**config.mk**
```make
export PLATFORM = sky130hd
export DESIGN_NAME = dsp_cfg_sequencer
export DESIGN_NICKNAME = d
export VERILOG_FILES = /design/src/rtl/toi2s_pkg.sv /design/src/rtl/dsp_gain_ramp.sv /design/src/rtl/dsp_cfg_sequencer.sv
export SDC_FILE = /design/constraint.sdc
export NUM_CORES = 1
export LEC_CHECK = 0
export BUFFER_PORTS_ARGS = -buffer_cell sky130_fd_sc_hd__buf_4
export CAP_MARGIN = 20
export CORE_MARGIN = 5
export CORE_UTILIZATION = 58
export DETAILED_ROUTE_END_ITERATION = 10
export PLACE_DENSITY = 0.9
export SLEW_MARGIN = 20
export SYNTH_ARGS = -nofsm -noshare
export SYNTH_HDL_FRONTEND = slang
export SYNTH_HIERARCHICAL = 1
export SYNTH_SLANG_ARGS = --single-unit
```
**constraint.sdc**
```tcl
create_clock -name clk -period 4.7 [get_ports clk]
set_clock_uncertainty 0.05 [all_clocks]
set_input_delay 0.47 -clock clk [delete_from_list [all_inputs] [get_ports clk]]
set_output_delay 0.47 -clock clk [all_outputs]
set_load 0.01 [all_outputs]
```
**src/rtl/toi2s_pkg.sv**
```systemverilog
// Shared types and constants for the DSP configuration sequencer.
// Defines the config word layout, the sequencer states and the compared field.
package toi2s_pkg;

  localparam int unsigned DSP_CFG_W          = 8;
  localparam int unsigned DSP_CFG_ACTIVE_MSB = 7;
  localparam int unsigned DSP_CFG_ACTIVE_LSB = 3;

  // Register-bank DSP configuration word; rsvd bits ride along but never trigger a sequence
  typedef struct packed {
    logic       bypass;
    logic       dc;
    logic       bp;
    logic       dec;
    logic       pli;
    logic [2:0] rsvd;
  } rb_dsp_cfg_wire_t;

  typedef enum logic [2:0] {
    IDLE      = 3'd0,
    RAMP_DOWN = 3'd1,
    FLUSH     = 3'd2,
    APPLY     = 3'd3,
    MUTED     = 3'd4,
    RAMP_UP   = 3'd5
  } dsp_seq_state_t;

  function automatic logic cfg_active_diff(input rb_dsp_cfg_wire_t a, input rb_dsp_cfg_wire_t b);
    logic [DSP_CFG_W-1:0] va;
    logic [DSP_CFG_W-1:0] vb;
    va = a;
    vb = b;
    return va[DSP_CFG_ACTIVE_MSB:DSP_CFG_ACTIVE_LSB] != vb[DSP_CFG_ACTIVE_MSB:DSP_CFG_ACTIVE_LSB];
  endfunction

endpackage

```
**src/rtl/dsp_gain_ramp.sv**
```systemverilog
// Gain register with saturating per-strobe step up/down and clear.
// Also flags when the next step would land on zero or full scale.
module dsp_gain_ramp #(
  parameter int unsigned GAIN_W    = 8,
  parameter int unsigned RAMP_STEP = 16
) (
  input  logic              clk,
  input  logic              resetb,
  input  logic              i_up,
  input  logic              i_down,
  input  logic              i_clr,
  output logic [GAIN_W-1:0] o_gain,
  output logic              o_at_zero,
  output logic              o_at_full,
  output logic              o_last_down,
  output logic              o_last_up
);

  localparam logic [GAIN_W:0]   FULL_X = {1'b0, {GAIN_W{1'b1}}};
  localparam logic [GAIN_W:0]   STEP_X = (GAIN_W+1)'(RAMP_STEP);
  localparam logic [GAIN_W-1:0] STEP   = GAIN_W'(RAMP_STEP);

  logic [GAIN_W-1:0] r_gain;
  logic [GAIN_W:0]   w_sum;
  logic              w_last_up;
  logic              w_last_down;

  // One extra carry bit so the add can never wrap past full scale
  assign w_sum       = {1'b0, r_gain} + STEP_X;
  assign w_last_up   = (w_sum >= FULL_X);
  assign w_last_down = ({1'b0, r_gain} <= STEP_X);

  always_ff @(posedge clk or negedge resetb) begin
    if (!resetb) begin
      r_gain <= '0;
    end else if (i_clr) begin
      r_gain <= '0;
    end else if (i_down) begin
      r_gain <= w_last_down ? '0 : (r_gain - STEP);
    end else if (i_up) begin
      r_gain <= w_last_up ? '1 : w_sum[GAIN_W-1:0];
    end
  end

  assign o_gain      = r_gain;
  assign o_at_zero   = (r_gain == '0);
  assign o_at_full   = (r_gain == '1);
  assign o_last_down = w_last_down;
  assign o_last_up   = w_last_up;

endmodule

```
**src/rtl/dsp_cfg_sequencer.sv**
```systemverilog
// Mutes the DSP gain around configuration changes so new settings never land mid-signal.
// Ramp down, flush at zero gain, apply the new config, ramp back up; paced by the sample strobe.
module dsp_cfg_sequencer
  import toi2s_pkg::*;
#(
  parameter int unsigned      GAIN_W        = 8,
  parameter int unsigned      RAMP_STEP     = 16,
  parameter int unsigned      FLUSH_SAMPLES = 4,
  parameter rb_dsp_cfg_wire_t RESET_CFG     = 8'h00
) (
  input  logic              clk,
  input  logic              resetb,
  input  logic              sample_strb_i,
  input  logic              enable_i,
  input  rb_dsp_cfg_wire_t  rb_dsp_cfg_i,
  output rb_dsp_cfg_wire_t  dsp_cfg_o,
  output logic [GAIN_W-1:0] gain_o,
  output logic              busy_o,
  output logic              cfg_applied_o
);

  localparam int unsigned     CNT_W      = (FLUSH_SAMPLES > 1) ? $clog2(FLUSH_SAMPLES) : 1;
  localparam logic [CNT_W-1:0] FLUSH_INIT = CNT_W'(FLUSH_SAMPLES - 1);

  dsp_seq_state_t   r_state;
  dsp_seq_state_t   w_state_nxt;
  logic [CNT_W-1:0] r_flush_cnt;
  logic [CNT_W-1:0] w_flush_cnt_nxt;
  rb_dsp_cfg_wire_t r_cfg;
  rb_dsp_cfg_wire_t w_cfg_nxt;
  logic             r_applied;
  logic             w_applied_nxt;
  logic             r_busy;

  logic w_diff;
  logic w_up;
  logic w_down;
  logic w_clr;
  logic w_at_zero;
  logic w_at_full;
  logic w_last_down;
  logic w_last_up;

  assign w_diff = cfg_active_diff(rb_dsp_cfg_i, r_cfg);

  dsp_gain_ramp #(
    .GAIN_W    (GAIN_W),
    .RAMP_STEP (RAMP_STEP)
  ) u_gain_ramp (
    .clk         (clk),
    .resetb      (resetb),
    .i_up        (w_up),
    .i_down      (w_down),
    .i_clr       (w_clr),
    .o_gain      (gain_o),
    .o_at_zero   (w_at_zero),
    .o_at_full   (w_at_full),
    .o_last_down (w_last_down),
    .o_last_up   (w_last_up)
  );

  // Reset lands in RAMP_UP from zero gain for a soft start
  always_ff @(posedge clk or negedge resetb) begin
    if (!resetb) begin
      r_state     <= RAMP_UP;
      r_flush_cnt <= '0;
      r_cfg       <= RESET_CFG;
      r_applied   <= 1'b0;
      r_busy      <= 1'b1;
    end else begin
      r_state     <= w_state_nxt;
      r_flush_cnt <= w_flush_cnt_nxt;
      r_cfg       <= w_cfg_nxt;
      r_applied   <= w_applied_nxt;
      r_busy      <= (w_state_nxt != IDLE);
    end
  end

  always_comb begin
    w_state_nxt     = r_state;
    w_flush_cnt_nxt = r_flush_cnt;
    w_cfg_nxt       = r_cfg;
    w_applied_nxt   = 1'b0;
    w_up            = 1'b0;
    w_down          = 1'b0;
    w_clr           = 1'b0;

    if (sample_strb_i) begin
      case (r_state)
        IDLE: begin
          if (!enable_i || w_diff) w_state_nxt = RAMP_DOWN;
        end
        RAMP_DOWN: begin
          w_down = 1'b1;
          if (w_last_down) begin
            w_state_nxt     = FLUSH;
            w_flush_cnt_nxt = FLUSH_INIT;
          end
        end
        FLUSH: begin
          if (r_flush_cnt == '0) w_state_nxt = APPLY;
          else                   w_flush_cnt_nxt = r_flush_cnt - CNT_W'(1);
        end
        APPLY: begin
          w_clr         = !w_at_zero;
          w_cfg_nxt     = rb_dsp_cfg_i;
          w_applied_nxt = 1'b1;
          w_state_nxt   = enable_i ? RAMP_UP : MUTED;
        end
        MUTED: begin
          // Output is silent, so a config change is loaded without a flush
          w_clr = !w_at_zero;
          if (w_diff) begin
            w_cfg_nxt     = rb_dsp_cfg_i;
            w_applied_nxt = 1'b1;
          end
          if (enable_i) w_state_nxt = RAMP_UP;
        end
        RAMP_UP: begin
          if (!enable_i || w_diff) begin
            w_state_nxt = RAMP_DOWN;
          end else if (w_at_full) begin
            w_state_nxt = IDLE;
          end else begin
            w_up = 1'b1;
            if (w_last_up) w_state_nxt = IDLE;
          end
        end
        default: w_state_nxt = RAMP_UP;
      endcase
    end
  end

  assign dsp_cfg_o     = r_cfg;
  assign busy_o        = r_busy;
  assign cfg_applied_o = r_applied;

endmodule

```
==> Word-level counts from Yosys, hierarchy flattened <==
Cells that the tools add are included.
{ "op_classes": {"reduce_logical": 13, "n_mux": 31, "add_sub_neg": 3, "order_cmp": 2, "eq_ne": 10} }
{ "op_table": {"columns": ["op", "n"], "rows": [
  ["8-bit two-way mux", 6],
  ["3-bit two-way mux", 8],
  ["3-bit case mux with 6 select lines", 1],
  ["8-bit case mux with 2 select lines", 1],
  ["1-bit two-way mux", 11],
  ["8-bit by 5-bit adder with 9-bit output (second input constant)", 1],
  ["9-bit by 8-bit >= comparator with 1-bit output (second input constant)", 1],
  ["8-bit equality test (second input constant)", 1],
  ["8-bit by 5-bit less-or-equal comparator with 1-bit output (second input constant)", 1],
  ["8-bit zero test", 1],
  ["8-bit by 5-bit subtractor with 8-bit output (second input constant)", 1],
  ["3-bit by 2-bit equality test with 1-bit output (second input constant)", 2],
  ["3-bit equality test (second input constant)", 2],
  ["3-bit nonzero test", 2],
  ["5-bit inequality test", 1],
  ["2-bit two-way mux", 2],
  ["2-bit inequality test (second input constant)", 2],
  ["2-bit case mux with 2 select lines", 1],
  ["4-bit AND reduction", 1],
  ["2-bit nonzero test", 2],
  ["3-bit by 1-bit equality test with 1-bit output (second input constant)", 1],
  ["3-bit zero test", 1],
  ["3-bit AND reduction", 1],
  ["1-bit zero test", 2],
  ["other kinds (6)", 6]
]} }
{ "word_totals": {"reg_bits": 23, "out_inout_bits": 18} }

==> Depth between registers and ports, before layout <==
{ "logic_depth": {"word_depth": 8, "depth_mapped": 10, "depth_no_buf": 10} }

==> Cells and area by module <==
Netlist, hierarchy kept.
{ "modules_own_cells": {"columns": ["mod", "instances", "seq_area_each_um2", "area_each_um2", "cells_per_inst"], "rows": [
  ["dsp_cfg_sequencer", 1, 379.1, 880.8, 81],
  ["dsp_gain_ramp", 1, 125.1, 578.1, 68]
]} }

==> Worst setup path after synthesis <==
OpenSTA, ideal clock, no wires.
{ "synth_timing": {"kind": "input-to-reg", "start": "input port rb_dsp_cfg_i[6] in the netlist's numbering", "end": "register u_gain_ramp.r_gain[5], in the netlist u_gain_ramp/o_gain[5]", "path_stages": 8, "n_path_buf": 0, "t_arrival_ps": 2213, "setup_slack_ps": 2312, "required_ps": 4525, "path_cell_list": "xor2_1 -> a2111oi_4 -> nand2_1 -> nor4_1 -> nor3_2 -> and2_1 -> nor3_1 -> a21oi_2"} }
{ "synth_via": {"elab_chain_cells": 6} }
{ "synth_lines": {"columns": ["item", "line_no", "rtl"], "rows": [
  ["from (decl)", "dsp_cfg_sequencer.sv:15", "input rb_dsp_cfg_wire_t rb_dsp_cfg_i,"],
  ["5-bit inequality test", "toi2s_pkg.sv:33", "return va[DSP_CFG_ACTIVE_MSB:DSP_CFG_ACTIVE_LSB] != vb[DSP_CFG_ACTIVE_MSB:DSP_CFG_ACTIVE_LSB];"],
  ["1-bit logical OR", "dsp_cfg_sequencer.sv:120", "if (!enable_i || w_diff) begin"],
  ["1-bit two-way mux", "dsp_cfg_sequencer.sv:120", null],
  ["1-bit two-way mux", "dsp_cfg_sequencer.sv:89", "case (r_state)"],
  ["1-bit two-way mux", "dsp_cfg_sequencer.sv:88", "if (sample_strb_i) begin"],
  ["net w_up", "dsp_cfg_sequencer.sv:36", "logic w_up;"],
  ["3-bit nonzero test (no source line)", null, null],
  ["to (signal assigned)", "dsp_gain_ramp.sv:39", "r_gain <= w_last_down ? '0 : (r_gain - STEP);"],
  ["to (signal assigned)", "dsp_gain_ramp.sv:41", "r_gain <= w_last_up ? '1 : w_sum[GAIN_W-1:0];"],
  ["to (decl)", "dsp_gain_ramp.sv:23", "logic [GAIN_W-1:0] r_gain;"]
]} }
The timed path passes the listed nets, and every way through them passes these cells.
A chain may end at the register's enable or synchronous reset.

==> Worst setup path after layout <==
{ "layout_timing": {"start": "register r_cfg, in the netlist dsp_cfg_o[6]", "end": "register u_gain_ramp.r_gain[7], in the netlist u_gain_ramp/o_gain[7]"} }
{ "layout_via": {"elab_chain_cells": 6} }
{ "layout_lines": {"columns": ["item", "line_no", "rtl"], "rows": [
  ["from (decl)", "dsp_cfg_sequencer.sv:29", "rb_dsp_cfg_wire_t r_cfg;"],
  ["from (signal assigned)", "dsp_cfg_sequencer.sv:73", "r_cfg <= w_cfg_nxt;"],
  ["5-bit inequality test", "toi2s_pkg.sv:33", null],
  ["1-bit logical OR", "dsp_cfg_sequencer.sv:120", null],
  ["1-bit two-way mux", "dsp_cfg_sequencer.sv:120", null],
  ["1-bit two-way mux", "dsp_cfg_sequencer.sv:89", null],
  ["1-bit two-way mux", "dsp_cfg_sequencer.sv:88", null],
  ["net w_up", "dsp_cfg_sequencer.sv:36", null],
  ["3-bit nonzero test (no source line)", null, null]
]} }
The timed path passes the listed nets, and every way through them passes these cells.

==> flow_metrics.tcl <==
set metrics [dict create \
    cts_tree "done" \
    post-route-drc-count 0 \
    period_share_pct 57.4 \
    syn-instance-count 149 \
    max-slew-margin-rel_pct 44.3 \
    coreArea_mm2 0.00243 \
    placed_cell_area_mm2 0.00165 \
    grt_overflow 0 \
    die_x_um 60.2 \
    yosys_warnings 6 \
    cts_resized 0 \
    io_pins 30 \
    power.total_uw 1040 \
    maxCapViolCount 0 \
    path_class "reg2reg" \
    hold_violations 0 \
    worst-path-stages 8 \
    drive_gt1_share_pct 32.8 \
    fp.dieH_um 60.2 \
    ys_ff_latch 20 \
    viasPerCell 6.11 \
    fin_nets 192 \
    cts_num_sinks 20 \
    dr_total_vias 1247 \
    cts_hold_buffers 1 \
    synth_nets 166 \
    synth_cell_type_count 54 \
    cp.required_ns 4.89 \
    synth-edff-count 0 \
    worstPathMaxFanout 5 \
    grt_pass1_wl_um 5490 \
    worstRegToRegCells 8 \
    antenna_found_initial 0 \
    synthArstFlopShare_pct 100 \
    grt_use_met1_pct 24.3 \
    synth_area_per_cell_um2 9.79 \
    track_usage_pct 20.0 \
    wire_per_inst_um 16.6 \
    synthTopCellsByArea "dfrtp_1 (29%), mux2_2 (6.2%), dfstp_2 (5.4%)" \
    crit_path_max_incr_delay_ns 0.73 \
    yosysSeqAreaShare_pct 34.6 \
    path_cells "xor2_1 -> a2111oi_4 -> nand2_1 -> nor4_1 -> a41oi_1 -> a311oi_1 -> a31oi_1 -> nor2_1" \
    grt_most_used_layer "met2" \
    drt_iter0_drc 88 \
    cp_top_family "compound AO/OA/AOI/OAI gates" \
    hold_depth 2 \
    grtUsageMet3_pct 1.30 \
    htreeDepth 1 \
    cellPowerDensity_mw_per_mm2 608 \
    crit_buf_inv 0 \
    setup-tns-final_ns 0 \
    synth_common_cells "dfrtp_1 (17), inv_1 (16), nand2_1 (12)" \
    grt_max_degree 21 \
    rows 18 \
    initial_core_util_pct 60.0 \
    cts_root_buf "clkbuf_4" \
    grt_pass1_vias 1235 \
    cts_buffers 3 \
    io_buffers 29 \
    clkLatencyLatePin_ns 0.30 \
    slew_violations 0 \
    antenna_left 0 \
    cp.arrival_ns 2.89 \
    antenna_cells 0 \
    cp-start-kind "register" \
    cp-end-kind "register" \
    final_cell_area_mm2 0.00171 \
    utilization_pct 70.2 \
    fillers 183 \
    drt-pass1-iter-count 4 \
    finalWirelength_um 3390 \
    ir_worst_vdd_v 0.000423 \
    gp_congestion 0.886 \
    setup_violations 0 \
    dieArea_mm2 0.00362 \
    hold_class "in2reg" \
    dpl.hpwl_um 2640 \
    cts_setup_buffers 0 \
    rsz0062_at_grt "no" \
    worst_slew_pin_slew_ns 0.828 \
    syn_to_final_growth_pct 17.1 \
    synthFlopType "dfrtp_1" \
    fmax_ghz 0.370 \
    cts.clk_slew.worst_paths_ns 0.12 \
    ctsLongestPathBuffers 2 \
    hold_slack_ns 0.349 \
    yosysMostFrequentCell "dfrtp_1" \
    synth_area_leader_cell "dfrtp_1" \
    p_leak_uw 0.000793 \
    period_needed_ns 2.70 \
    status "complete, no violations" \
    synth_area_mm2 0.00146 \
    cpMaxStageDelayCell "nor4_1" \
    synth_top_area_share_pct 29.2 \
    use_met2_pct 35.6 \
]
[per-stage QoR]
step | worst slack (ns) | instances
4_1_cts | 2.02 | 204
6_report | 2.00 | 204
5_1_grt | 1.84 | 204
3_5_place_dp | 1.86 | 199
2_1_floorplan | 2.31 | 149
3_3_place_gp | 2.01 | 199
[worst register-to-register path, delay by kind of cell, from the launching register on]
family / cells / cell delay [ns]
AO/OA/AOI/OAI: 4 / 1.02
XOR/XNOR: 1 / 0.19
flip-flops: 1 / 0.42
AND/OR/NAND/NOR: 3 / 0.96
[layout make-up]
| class | instances | area, um^2 | area share, % |
|---|---|---|---|
| Timing Repair Buffer | 30 | 228 | 13.3 |
| Clock inverter | 1 | 30.0 | 1.76 |
| Inverter | 16 | 60.1 | 3.52 |
| Tap cell | 30 | 37.5 | 2.20 |
| Clock buffer | 3 | 22.5 | 1.32 |
| Multi-Input combinational cell | 104 | 826 | 48.4 |
| Sequential cell | 20 | 504 | 29.5 |
[final timing paths]
path	startpoint	end	slack, ns
min in group asynchronous	resetb	r_flush_cnt[1]	0.51
hold / removal	rb_dsp_cfg_i[1]	dsp_cfg_o[1]	0.35
setup reg to reg	dsp_cfg_o[6]	u_gain_ramp/o_gain[7]	2.00
setup / recovery	dsp_cfg_o[6]	u_gain_ramp/o_gain[7]	2.00
max in group asynchronous	resetb	r_state[2]	3.81
hold reg to reg	dsp_cfg_o[1]	dsp_cfg_o[1]	0.47
[kinds of logic (layout without fill, tap and decap cells)]
| logic type | after synthesis | in the layout | synth area share [%] |
|---|---|---|---|
| simple gates | 50 | 50 | 20.4 |
| compound gates | 35 | 35 | 22.0 |
| buf+inv | 25 | 50 | 8.83 |
| flops | 20 | 20 | 34.6 |
| mux | 10 | 10 | 7.55 |
| fa+ha+maj | 5 | 5 | 4.29 |
| xor+xnor | 4 | 4 | 2.40 |
[registers in the layout, indices dropped and copies added, names as in the netlist]
signal / cells
busy_o: 1
u_gain_ramp/o_gain: 5
r_state: 3
cfg_applied_o: 1
dsp_cfg_o: 8
r_flush_cnt: 2
[routing by layer]
layer	vias to the layer above	share of wire [%]	wire (um)
met5	-	0	0
met1	598	39	1320
met2	51	55	1880
met3	6	4.0	135
met4	0	1.7	59
li1	592	-	-
[power breakdown]
| group | internal [uW] | switching (uW) | leakage, uW |
|---|---|---|---|
| logic | 261 | 273 | 0.000529 |
| registers | 252 | 112 | 0.000236 |
| clock network | 86.1 | 54.8 | 0.0000279 |
| total | 599 | 440 | 0.000793 |
[placed cells by master, fill, tap and decap left out, types with 2 or more instances in the layout]
master and n:
and3_1 2, mux2_2 8, ha_1 5, dfrtp_1 17
nor2_1 9, xor2_1 4, a21oi_1 3, mux2i_1 2
buf_4 29, inv_1 16, a41oi_1 2, a31oi_1 5
dfstp_2 3, nor3b_1 3, a2111oi_0 2, nor2b_1 7
nor3_1 2, o21ai_0 2, a311oi_1 3, nand2_1 12
o2111ai_1 3, clkbuf_4 3
No activity file was read; power rests on OpenSTA's default activity.
